## config.mk

```make
export PLATFORM = sky130hd
export DESIGN_NAME = cla_mul_unit
export DESIGN_NICKNAME = d
export VERILOG_FILES = /design/src/rtl/cla_mul_unit.sv
export SDC_FILE = /design/constraint.sdc
export NUM_CORES = 1
export LEC_CHECK = 0
export BUFFER_PORTS_ARGS = -buffer_cell sky130_fd_sc_hd__buf_2
export CAP_MARGIN = 25
export CELL_PAD_IN_SITES_DETAIL_PLACEMENT = 1
export CELL_PAD_IN_SITES_GLOBAL_PLACEMENT = 2
export CORE_MARGIN = 3
export CORE_UTILIZATION = 38
export DETAILED_ROUTE_END_ITERATION = 10
export PLACE_DENSITY = 0.82
export SLEW_MARGIN = 20
export SYNTH_ARGS = -nofsm -noshare
export SYNTH_HDL_FRONTEND = slang
export SYNTH_SLANG_ARGS = --single-unit
```

## constraint.sdc

```tcl
create_clock -name clk -period 2.35 [get_ports clk]
set_input_delay 0.3525 -clock clk [delete_from_list [all_inputs] [get_ports clk]]
set_output_delay 0.3525 -clock clk [all_outputs]
set_load 0.05 [all_outputs]
```

## src/rtl/cla_mul_unit.sv

```systemverilog
// Registered 32-bit arithmetic core: a two-level carry-lookahead adder and a
// low-half 32x32 multiplier, both fed by the same operands every cycle.
module cla_mul_unit #(
    parameter int WIDTH = 32
) (
    input  logic             clk,
    input  logic             rst,
    input  logic             in_valid,
    input  logic [WIDTH-1:0] a,
    input  logic [WIDTH-1:0] b,
    input  logic             c_in,
    output logic [WIDTH-1:0] sum,
    output logic             overflow,
    output logic [WIDTH-1:0] product,
    output logic             out_valid
);
    localparam int GROUPS = WIDTH / 4;

    // Carry into position n written as a flat sum of products: a generate at j
    // propagated through every position above it, or cin propagated all the way.
    function automatic logic lookahead(input logic [7:0] gen, input logic [7:0] prop,
                                       input logic cin, input int n);
        logic carry;
        logic term;
        carry = 1'b0;
        for (int j = -1; j < n; j++) begin
            term = (j < 0) ? cin : gen[j[2:0]];
            for (int m = j + 1; m < n; m++) begin
                term = term & prop[m[2:0]];
            end
            carry = carry | term;
        end
        return carry;
    endfunction

    logic [WIDTH-1:0]  gBit;
    logic [WIDTH-1:0]  pBit;
    logic [WIDTH-1:0]  carryBit;
    logic [GROUPS-1:0] gGrp;
    logic [GROUPS-1:0] pGrp;
    logic [GROUPS:0]   carryGrp;
    logic [WIDTH-1:0]  mulLow;

    logic [WIDTH-1:0] sum_d, sum_q;
    logic             overflow_d, overflow_q;
    logic [WIDTH-1:0] product_d, product_q;
    logic             valid_d, valid_q;

    assign gBit = a & b;
    assign pBit = a ^ b;

    // Group G/P first, then every group carry straight from those, then bit carries inside each group.
    always_comb begin
        gGrp     = '0;
        pGrp     = '0;
        carryGrp = '0;
        carryBit = '0;
        for (int k = 0; k < GROUPS; k++) begin
            gGrp[k] = lookahead({4'b0, gBit[4*k +: 4]}, {4'b0, pBit[4*k +: 4]}, 1'b0, 4);
            pGrp[k] = &pBit[4*k +: 4];
        end
        for (int k = 0; k <= GROUPS; k++) begin
            carryGrp[k] = lookahead(gGrp, pGrp, c_in, k);
        end
        for (int k = 0; k < GROUPS; k++) begin
            for (int i = 0; i < 4; i++) begin
                carryBit[4*k + i] = lookahead({4'b0, gBit[4*k +: 4]}, {4'b0, pBit[4*k +: 4]},
                                              carryGrp[k], i);
            end
        end
    end

    always_comb begin
        mulLow = '0;
        for (int i = 0; i < WIDTH; i++) begin
            if (b[i]) begin
                mulLow = mulLow + (a << i);
            end
        end
    end

    assign sum_d      = pBit ^ carryBit;
    assign overflow_d = carryGrp[GROUPS];
    assign product_d  = mulLow;
    assign valid_d    = in_valid;

    // The datapath registers load every cycle; only the valid flag tracks in_valid.
    always_ff @(posedge clk or posedge rst) begin
        if (rst) begin
            sum_q      <= '0;
            overflow_q <= 1'b0;
            product_q  <= '0;
            valid_q    <= 1'b0;
        end else begin
            sum_q      <= sum_d;
            overflow_q <= overflow_d;
            product_q  <= product_d;
            valid_q    <= valid_d;
        end
    end

    assign sum       = sum_q;
    assign overflow  = overflow_q;
    assign product   = product_q;
    assign out_valid = valid_q;
endmodule

```

==> qor.yml, run 1 <==
die:
  boundaryPins: 134
  die_w_um: 296
  num_rows: 105
  die_h_um: 296
  start_util_pct: 38.7
yosys:
  synth_commonest_cells: "ha_1, nand2_1, a21oi_1, o21ai_0, nor2_1"
  syn_area_per_cell_sq_um: 7.13
  synthTopCellsByArea: "ha_1, xnor2_1, a21oi_1"
  synth_top_family_by_area: "compound AO/OA/AOI/OAI gates"
  yosysMostFrequentCell: "ha_1"
  netlist_area_sq_um: 32100
  synth_mux_area_share_pct: 4.95
  ys_types: 98
  yosys_warnings: 0
  synth-compound-area-share_pct: 32.8
  synth_xor_xnor_area_share_pct: 10.4
  synthCells: 4497
  async_reset_ff_share_pct: 100
  synth_edf_count: 0
  synthDominantCellAreaShare_pct: 19.6
  yosys.area.top_type: "ha_1"
  ys_seq_area_share_pct: 5.15
  mappedNetlistNets: 5104
  yosys.area_share.adder_pct: 21.9
  synth-simple-area-share_pct: 20.2
  ys_ff_latch: 66
  synthFlopType: "dfrtp_1"
status:
  stop_stage: "global routing"
  firstError: "[ERROR GRT-0232] Routing congestion too high. Check the congestion heatmap in the GUI."
  status: "did not finish"
clock_tree:
  clock-root-buffer: "clkbuf_16"
  numClockSinks: 66
  cts_max_path_buffers: 2
  cts_max_level: 3
  cts_buffers: 9
global_route:
  grt_max_degree: 35
  grt_use_total_pct: 80.6
  grt_overflow: 305
place:
  finalWeightedCongestion: 1.00
  dp_hpwl_mm: 148
  port-buffer-count: 133
-- cell families after synthesis --
| family | Yosys count |
|---|---|
| xor+xnor | 379 |
| flops | 66 |
| buf+inv | 381 |
| mux | 146 |
| fa+ha+maj | 540 |
| compound gates | 1611 |
| simple gates | 1374 |
-- what timing repair did --
| action | in CTS |
|---|---|
| setup buffers | 248 |
| hold buffers | 1 |
| endpoints found under the hold margin | 24 |
| endpoints found under the setup margin | 58 |
| pin swaps | 306 |
| gates resized for setup | 595 |
-- per-layer routing --
layer	global-route usage, %	overflow
met5	44.7	1
met4	82.5	121
met3	69.5	12
met2	94.1	167
met1	78.9	4
-- per-stage QoR --
step	cell area [sq um]	hold slack [ns]	std cells	util [%]	setup WS, ns
after CTS	54400	0.0232	7800	65.6	-31.64
after detailed placement	49500	0.350	7537	59.7	-34.48
after global placement	49500	0.339	7537	59.7	-32.99
after floorplan	33500	0.384	4497	-	-30.30
==> run 2: changes to the inputs <==
Settings changed: CELL_PAD_IN_SITES_DETAIL_PLACEMENT 1 to not set, CELL_PAD_IN_SITES_GLOBAL_PLACEMENT 2 to not set, CORE_UTILIZATION 38 to 40, PLACE_DENSITY 0.82 to not set, PLACE_DENSITY_LB_ADDON set to 0.15.
==> qor.yml, run 2 <==
status:
  status: "finished, violations left"
  violations: "negative setup slack"
clock_tree:
  cts_max_path_buffers: 2  # unchanged
  clock-root-buffer: "clkbuf_16"
  cts_buffers: 9  # unchanged
  cts_max_level: 3  # unchanged
  cts_tree: "yes"
  numClockSinks: 66  # unchanged
  clk_pin_slew_ns: 0.09
sta:
  setup_slack_ns: -31.03
  period_minus_slack_ns: 33.38
  clock.fmax_mhz: 30.0
  setup_viol: 56
  rsz0062_at_grt: "yes"
  drv_slew: 0
  tightest_slew_ns: 0.862
  fin_crit_sh_pct: 1420
  hold_viol_final: 0
  fin_tns_setup_ns: -455.33
  max-slew-margin-rel_pct: 41.8
layout:
  layout_common_cells: "buf_4, nand2_1, ha_1"
  stdcell_count: 7754
  diodes: 0
  nets: 7306
  mostFrequentLayoutCell: "buf_4"
  drive_above_1_share_pct: 47.7
  n_fill_cell: 6452
  post-route-util_pct: 69.4
  area_growth_pct: 71.6
place:
  finalWeightedCongestion: 1.01  # +0.71%
  dp_hpwl_mm: 120  # -19%
  placedCellCount: 7436  # -1.3%
  preCtsSetupSlack_ns: -32.52  # +1.96 ns
  port-buffer-count: 133  # unchanged
setup_path:
  worst-path-buf-inv: 34
  slowest_stage: "fa_1"
  critical_path.max_fanout: 8
  crit_family: "compound AO/OA/AOI/OAI gates"
  worstPathRequired_ns: 2.63
  critPathMaxStageDelay_ns: 0.45
  worstPathArrival_ns: 33.66
  start_kind: "input pin"
  end_kind: "flip-flop"
  crit_top_cell: "buf_4"
  crit_type: "in2reg"
global_route:
  grt_pass1_wl_mm: 229
  antenna_found_initial: 6
  grt_pass1_vias: 42060
  grt_overflow: 0
  grt_max_degree: 49
  grt_use_total_pct: 34.6
yosys:
  synthTopCellsByArea: "ha_1, xnor2_1, a21oi_1"
  synth_commonest_cells: "ha_1, nand2_1, a21oi_1, o21ai_0, nor2_1"
  ys_types: 98  # unchanged
  synth_edf_count: 0  # unchanged
  synthCells: 4497  # unchanged
  synthFlopType: "dfrtp_1"
  yosys_warnings: 0  # unchanged
  syn_area_per_cell_sq_um: 7.13  # unchanged
  yosysMostFrequentCell: "ha_1"
  mappedNetlistNets: 5104  # unchanged
  ys_seq_area_share_pct: 5.15  # unchanged
  ys_ff_latch: 66  # unchanged
  netlist_area_sq_um: 32100  # unchanged
  yosys.area.top_type: "ha_1"
  synthDominantCellAreaShare_pct: 19.6  # unchanged
  async_reset_ff_share_pct: 100  # unchanged
route:
  route.detailed.drc: 0
  dr.pass1.iters: 8
  vias: 43717
  wl_per_cell_um: 19.9
  viasPerCell: 5.64
  drt_wl_total_mm: 154
  antenna_left: 0
  first_iter_violations: 3054
die:
  start_util_pct: 40.5  # +1.8 points
  core_region_area_sq_um: 79300
  num_rows: 103  # -1.9%
  die_w_um: 289  # -2.5%
  boundaryPins: 134  # unchanged
  die_h_um: 289  # -2.5%
  dieArea_sq_um: 83600
hold_path:
  hold_path.class: "in2reg"
job:
  max_cap_viol_count: 0
==> run 2: kinds of logic (layout without fill, tap and decap cells) <==
family          Yosys count  count (layout)  synth area share, %
compound gates         1611            1611                 32.8
simple gates           1374            1374                 20.2
xor+xnor                379             379                 10.4
buf+inv                 381            2588                 4.48
flops                    66              66                 5.15
mux                     146             146                 4.95
fa+ha+maj               540             540                 21.9
==> run 2: through the flow <==
stage	hold WS (ns)	cell area, sq um
2_1_floorplan	0.384	33500
3_3_place_gp	0.298	49100
3_5_place_dp	0.305	49100
4_1_cts	0.0672	52600
5_1_grt	0.0665	55000
6_report	0.0832	55000
==> run 2: cell type report <==
class	count	area, sq um	area share [%]
timing repair buffer	2319	17300	31.4
tap	1050	1310	2.39
inverter	253	958	1.74
clock inverter	7	93.8	0.171
multi-input combinational	4050	33500	60.9
clock buffer	9	225	0.409
sequential	66	1650	3.00
==> run 2: worst paths after layout <==
| check | end | cells after the start | from |
|---|---|---|---|
| max | product[31] | 198 | b[0] |
| min | out_valid | 1 | in_valid |
| max in group asynchronous | sum[15] | 4 | rst |
| min in group asynchronous | sum[28] | 3 | rst |
==> run 2: metal layers <==
metal / track usage (%) / vias up / part of all wire (%)
met2: 56.9 / 1616 / 45
li1: - / 21001 / -
met5: 0 / - / 0.017
met1: 45.2 / 20711 / 42
met3: 4.93 / 385 / 7.6
met4: 14.7 / 4 / 5.1
==> run 2: what timing repair did <==
item                                    CTS  global route
pin swaps                               202           212
endpoints found under the hold margin    18             0
gates resized for setup                 357           335
endpoints found under the setup margin   58            58
setup buffers                           199           103
hold buffers                              1             0
Power of run 2 is left out: the tool's default activity adds up to more than one toggle a clock period on the data nets, which glitch-free logic cannot reach.
